--- src/rtl/raycast_pkg.sv ---
// Shared raycaster types: fixed-point word, ray-descriptor beat, screen geometry.
// Used by both the ray stream sender and the DDA FSM on the other side of the FIFO.
package raycast_pkg;

    localparam int N             = 24;
    localparam int FRAC          = 16;
    localparam int SCREEN_WIDTH  = 320;
    localparam int SCREEN_HEIGHT = 240;

    typedef logic signed [N-1:0] fixed_t;

    typedef struct packed {
        logic [8:0] col;
        fixed_t     ray_dir_x;
        fixed_t     ray_dir_y;
    } ray_beat_t;

endpackage

--- src/rtl/fx_mul.sv ---
// fx_mul: signed N x N multiplier producing the full 2N-bit product.
// Latency: 1 cycle (single output register, loaded when en_i is high).
// Backpressure: none; the caller holds operands and decides when to load.
module fx_mul #(
    parameter int N = raycast_pkg::N
) (
    input  logic                  clk_i,
    input  logic                  rst_i,
    input  logic                  en_i,
    input  logic signed [N-1:0]   a_i,
    input  logic signed [N-1:0]   b_i,
    output logic signed [2*N-1:0] p_o
);

    logic signed [2*N-1:0] p_q;

    always_ff @(posedge clk_i) begin
        if (rst_i) begin
            p_q <= '0;
        end else if (en_i) begin
            p_q <= (2*N)'(a_i) * (2*N)'(b_i);
        end
    end

    assign p_o = p_q;

endmodule

--- src/rtl/ray_stream_sender.sv ---
// ray_stream_sender: per-frame ray-direction generator, one AXI-Stream beat per screen column.
// Latency: tvalid 2 cycles after start_in is sampled; 2 idle cycles after every handshake (1 beat / 3 cycles).
// Backpressure: beat held stable until tready; optional stall counter under RAY_STREAM_STALL_CNT_EN.
module ray_stream_sender #(
    parameter int SCREEN_WIDTH = raycast_pkg::SCREEN_WIDTH,
    parameter int N            = raycast_pkg::N,
    parameter int FRAC         = raycast_pkg::FRAC
) (
    input  logic              pixel_clk_in,
    input  logic              rst_in,
    input  logic              start_in,
    input  logic [N-1:0]      dir_x_in,
    input  logic [N-1:0]      dir_y_in,
    input  logic [N-1:0]      plane_x_in,
    input  logic [N-1:0]      plane_y_in,
    output logic              ray_axis_tvalid,
    input  logic              ray_axis_tready,
    output logic [9+2*N-1:0]  ray_axis_tdata,
    output logic              ray_axis_tlast,
    output logic              busy_out,
    output logic              frame_done_out,
    output logic [15:0]       stall_count_out
);

    localparam int CW = 9;
    localparam logic [CW-1:0]       LAST_COL  = CW'(SCREEN_WIDTH - 1);
    localparam logic signed [N-1:0] STEP      = N'((2 << FRAC) / SCREEN_WIDTH);
    localparam logic signed [N-1:0] CAM_START = N'(-(1 << FRAC));

    typedef enum logic [1:0] {IDLE, MUL, SUM, SEND} state_t;

    state_t                state_q, state_d;
    logic [CW-1:0]         col_q, col_d;
    logic signed [N-1:0]   cam_x_q, cam_x_d;
    logic signed [N-1:0]   dir_x_q, dir_x_d, dir_y_q, dir_y_d;
    logic signed [N-1:0]   plane_x_q, plane_x_d, plane_y_q, plane_y_d;
    logic                  tvalid_q, tvalid_d;
    logic                  tlast_q, tlast_d;
    logic                  busy_q, busy_d;
    logic                  done_q, done_d;
    logic [CW+2*N-1:0]     tdata_q, tdata_d;

    logic signed [2*N-1:0] prod_x, prod_y;
    logic [N-1:0]          ray_x, ray_y;
    logic                  accept_start;
    logic                  handshake;
    logic                  mul_en;
    logic                  unused_prod_bits;

    assign accept_start = (state_q == IDLE) && start_in;
    assign handshake    = (state_q == SEND) && ray_axis_tready;
    assign mul_en       = (state_q == MUL);

    fx_mul #(.N(N)) u_mul_x (
        .clk_i (pixel_clk_in),
        .rst_i (rst_in),
        .en_i  (mul_en),
        .a_i   (plane_x_q),
        .b_i   (cam_x_q),
        .p_o   (prod_x)
    );

    fx_mul #(.N(N)) u_mul_y (
        .clk_i (pixel_clk_in),
        .rst_i (rst_in),
        .en_i  (mul_en),
        .a_i   (plane_y_q),
        .b_i   (cam_x_q),
        .p_o   (prod_y)
    );

    // Taking bits [FRAC+N-1:FRAC] is a flooring arithmetic shift back to Q.FRAC.
    assign ray_x = dir_x_q + prod_x[FRAC+N-1:FRAC];
    assign ray_y = dir_y_q + prod_y[FRAC+N-1:FRAC];
    assign unused_prod_bits = ^{prod_x[2*N-1:FRAC+N], prod_x[FRAC-1:0],
                                prod_y[2*N-1:FRAC+N], prod_y[FRAC-1:0]};

    always_comb begin
        state_d   = state_q;
        col_d     = col_q;
        cam_x_d   = cam_x_q;
        dir_x_d   = dir_x_q;
        dir_y_d   = dir_y_q;
        plane_x_d = plane_x_q;
        plane_y_d = plane_y_q;
        tvalid_d  = tvalid_q;
        tlast_d   = tlast_q;
        tdata_d   = tdata_q;
        busy_d    = busy_q;
        done_d    = 1'b0;
        unique case (state_q)
            IDLE: begin
                if (start_in) begin
                    dir_x_d   = dir_x_in;
                    dir_y_d   = dir_y_in;
                    plane_x_d = plane_x_in;
                    plane_y_d = plane_y_in;
                    col_d     = '0;
                    cam_x_d   = CAM_START;
                    busy_d    = 1'b1;
                    state_d   = MUL;
                end
            end
            MUL: begin
                state_d = SUM;
            end
            SUM: begin
                tdata_d  = {col_q, ray_x, ray_y};
                tvalid_d = 1'b1;
                tlast_d  = (col_q == LAST_COL);
                state_d  = SEND;
            end
            SEND: begin
                if (ray_axis_tready) begin
                    tvalid_d = 1'b0;
                    tlast_d  = 1'b0;
                    if (tlast_q) begin
                        busy_d  = 1'b0;
                        done_d  = 1'b1;
                        state_d = IDLE;
                    end else begin
                        col_d   = col_q + 1'b1;
                        cam_x_d = cam_x_q + STEP;
                        state_d = MUL;
                    end
                end
            end
            default: state_d = IDLE;
        endcase
    end

    always_ff @(posedge pixel_clk_in) begin
        if (rst_in) begin
            state_q   <= IDLE;
            col_q     <= '0;
            cam_x_q   <= '0;
            dir_x_q   <= '0;
            dir_y_q   <= '0;
            plane_x_q <= '0;
            plane_y_q <= '0;
            tvalid_q  <= 1'b0;
            tlast_q   <= 1'b0;
            tdata_q   <= '0;
            busy_q    <= 1'b0;
            done_q    <= 1'b0;
        end else begin
            state_q   <= state_d;
            col_q     <= col_d;
            cam_x_q   <= cam_x_d;
            dir_x_q   <= dir_x_d;
            dir_y_q   <= dir_y_d;
            plane_x_q <= plane_x_d;
            plane_y_q <= plane_y_d;
            tvalid_q  <= tvalid_d;
            tlast_q   <= tlast_d;
            tdata_q   <= tdata_d;
            busy_q    <= busy_d;
            done_q    <= done_d;
        end
    end

`ifdef RAY_STREAM_STALL_CNT_EN
    logic [15:0] stall_q, stall_d;

    always_comb begin
        stall_d = stall_q;
        if (accept_start) begin
            stall_d = '0;
        end else if (tvalid_q && !ray_axis_tready && (stall_q != 16'hFFFF)) begin
            stall_d = stall_q + 16'd1;
        end
    end

    always_ff @(posedge pixel_clk_in) begin
        if (rst_in) begin
            stall_q <= '0;
        end else begin
            stall_q <= stall_d;
        end
    end

    assign stall_count_out = stall_q;
`else
    assign stall_count_out = 16'd0;
`endif

    assign ray_axis_tvalid = tvalid_q;
    assign ray_axis_tdata  = tdata_q;
    assign ray_axis_tlast  = tlast_q;
    assign busy_out        = busy_q;
    assign frame_done_out  = done_q;

endmodule

--- config.mk ---
export PLATFORM = sky130hd
export DESIGN_NAME = ray_stream_sender
export DESIGN_NICKNAME = d
export VERILOG_FILES = /design/src/rtl/raycast_pkg.sv /design/src/rtl/fx_mul.sv /design/src/rtl/ray_stream_sender.sv
export SDC_FILE = /design/constraint.sdc
export NUM_CORES = 2
export LEC_CHECK = 0
export BUFFER_PORTS_ARGS = -buffer_cell sky130_fd_sc_hd__buf_2
export CAP_MARGIN = 20
export CELL_PAD_IN_SITES_DETAIL_PLACEMENT = 1
export CELL_PAD_IN_SITES_GLOBAL_PLACEMENT = 2
export CORE_ASPECT_RATIO = 0.6
export CORE_MARGIN = 2
export CORE_UTILIZATION = 42
export DETAILED_ROUTE_END_ITERATION = 12
export MAX_ROUTING_LAYER = met4
export PLACE_DENSITY = 0.82
export SLEW_MARGIN = 10
export SYNTH_ARGS = -nofsm -noshare
export SYNTH_HDL_FRONTEND = slang
export SYNTH_SLANG_ARGS = --single-unit
--- constraint.sdc ---
create_clock -name pixel_clk_in -period 9.2 [get_ports pixel_clk_in]
set_clock_uncertainty 0.2 [all_clocks]
set_input_delay 0.46 -clock pixel_clk_in [delete_from_list [all_inputs] [get_ports pixel_clk_in]]
set_output_delay 0.46 -clock pixel_clk_in [all_outputs]
set_load 0.01 [all_outputs]
==> results.toml <==
[run_status]
run_status = "completed"

[die]
initial_utilization_pct = 42.44
chipHeight_um = 262.1
rows = 94
floorplan.core_area_um2 = 109900
die_x_um = 434.1
boundaryPins = 177
fp.dieArea_um2 = 113800

[grt]
globalRouteOverflowTotal = 0
track_usage_pct = 27.85
antenna_violations_before_repair = 1
maximum_number_of_pins_on_one_net_before_global_route_repair = 78
first_global_vias = 38750
grt_pass1_wl_mm = 233.9

[synthesis]
yosys.area.top_type_share_pct = 44.32
synth_top_cells_by_count = "inv_1, fa_1, nand2_1"
post_synthesis_async_set_or_reset_flop_share_pct = 0
post-synth-top-count-cell = "inv_1"
synth.ff_latch_count = 240
synth_edf_count = 0
ys.warnings.count = 0
syn_inst = 5176
synth.area.top_cells = "fa_1, dfxtp_1, inv_1"
synth_seq_area_share_pct = 10.31
syn-mean-instance-area_um2 = 9.006
synth-main-ff-cell = "dfxtp_1"
yosys.cell_types.count = 69
synth_largest_area_cell = "fa_1"
post_synth_design_cell_area_um2 = 46620

[flow_run]
max_cap_violations = 0

[routing]
routed_wl_mm = 148.7
detailroute.via_count = 34870
detail_route.iter0.violations = 2034
post-route-drc-count = 0
avgRoutedWirePerCell_um = 21.91
detailedRoute.firstPassIterationCount = 5
antenna_violating_nets_post_route = 0
avgViaCountPerCell = 5.136

[min_path]
holdCritStartpoint = "plane_x_in[12]"
holdCritPathClass = "input port to flip-flop"

[worst_setup_path]
timing.reg2reg.setup_slack_ns = 0.90
critical_path_arrival_ns = 8.63
timing.rr.start = "cam_x_q[1]"
end_kind = "flip-flop"
cp_data_required_time_ns = 9.53
crit_path_start = "cam_x_q[1]"
critical_path.startpoint_type = "flip-flop"
type_of_the_worst_setup_path = "flip-flop to flip-flop"
path_max_fanout = 25

[final_layout]
seq_area_um2 = 4840
final_area_um2 = 50960
fin_util_pct = 46.39
synthToLayoutAreaGrowth_pct = 9.316
number_of_nets_in_the_layout = 6703
n_fill_cell = 12830
layout-drive-gt1-share_pct = 6.493
multiInputGateArea_um2 = 36680

[clocking]
cell_chosen_for_the_clock_root = "clkbuf_16"
cts.clk_slew.worst_paths_ns = 0.07
insertion_delay_ns = 0.64
cts-buffers-inserted = 28
tritoncts = "yes"
cts_max_path_buffers = 3
h-tree-depth = 1
clkSinkCount = 240
ctsResizeCount = 0

[power_and_ir_drop]
post-layout-total-power_mw = 9.962
cellLeakagePower_nw = 25.17
irDropWorstVdd_v = 0.0001928
pwr_density_cell_nw_per_um2 = 195.5

[sta]
rsz_0062_raised_after_global_routing = "no"
max_slew_margin_pct = 22.79
slew_violations = 0
setup_violations = 0
timing.hold.ws_ns = 0.02168
report.final.hold_viol_count = 0
min_period_over_period_pct = 90.18
setup_tns_ns = 0
clock.fmax_mhz = 120.5
final_critical_path_required_period_ns = 8.297
worstMarginPinSlew_ns = 1.157

[placement]
place.gp.congestion = 0.8920
dp_hpwl_mm = 119.6
dpl_cell_area_um2 = 48970
port-buffer-count = 160
-- where the power goes --
group | switching [mW] | internal, mW
registers | 0.503 | 1.23
logic | 4.24 | 2.68
clock network | 0.537 | 0.768
total | 5.28 | 4.69
-- metrics by stage --
step | worst slack (ns) | instances
2_1_floorplan | 1.775 | 5191
3_3_place_gp | 1.079 | 6640
3_5_place_dp | 1.060 | 6640
4_1_cts | 0.9913 | 6785
5_1_grt | 0.4909 | 6786
6_report | 0.9033 | 6788
-- cell families after synthesis --
kind of cell,Yosys count,synth area share (%)
buf+inv,1374,11.20
mux,54,1.162
compound gates,397,5.424
flops,240,10.31
xor+xnor,150,2.818
other cells,1,0.008044
simple gates,1633,16.85
fa+ha+maj,1327,52.24
-- cell usage in the layout (no fill, tap or decap), types with 41 or more instances in the layout --
master / instances
and2_1: 530
mux2i_1: 53
nand2_1: 786
ha_1: 293
inv_1: 1074
buf_4: 100
buf_2: 159
a21oi_1: 183
dfxtp_1: 220
xnor2_1: 105
nor2b_1: 41
nor2_1: 144
dlygate4sd3_1: 94
xor2_1: 45
fa_1: 1032
o21ai_0: 45
-- final cells by class --
cell class              instances  area share, %
multi-input cells            3577          71.98
flip-flops and latches        240          9.497
inverters                    1075          7.918
repair buffers                354          4.903
well taps                    1488          3.653
clock buffers                  38          1.527
clock inverters                14         0.5156
diodes                          2       0.009821
-- worst max-delay path, cell delays in order (launching register included) --
cell	delay [ns]
dfxtp_2	0.79
and2_1	0.29
fa_1	0.58
fa_1	0.82
inv_1	0.25
fa_1	0.54
inv_1	0.05
fa_1	0.48
fa_1	0.58
fa_1	0.44
fa_1	0.48
ha_1	0.39
a221oi_1	0.28
o21ai_0	0.19
a31o_2	0.26
a211o_1	0.26
o2111a_1	0.29
nor2_1	0.22
a21oi_1	0.16
or4_1	0.43
a31oi_1	0.19
-- layer usage --
metal / vias to the layer above / routed length [um] / track usage, % / share of wire (%)
li1: 15450 / - / - / -
met2: 891 / 63970 / 40.86 / 43
met1: 18370 / 72810 / 41.06 / 49
met5: - / 0 / - / 0
met3: 157 / 8455 / 3.833 / 5.7
met4: 0 / 3501 / 5.594 / 2.4
-- what timing repair did --
action                    in CTS  in global routing
hold buffers                  93                  1
buffers inserted               0                  0
hold endpoints to repair      95                  1
-- sequential cells by signal, indices dropped and copies added, names as in the netlist --
signal and flops:
plane_x_q 24, plane_y_q 24, frame_done_out 1, dir_x_q 24
ray_axis_tlast 1, u_mul_y.p_o 24, ray_axis_tvalid 1, dir_y_q 24
ray_axis_tdata 57, u_mul_x.p_o 24, busy_out 1, cam_x_q 24
col_q 9, state_q 2
-- final timing paths --
path	end	cells past startpoint
max	u_mul_y.p_o[39]	20
min reg2reg	u_mul_x.p_o[37]	2
min	plane_x_q[12]	3
max reg2reg	u_mul_y.p_o[39]	20
Note: power is estimated with default switching activity, not from simulation.
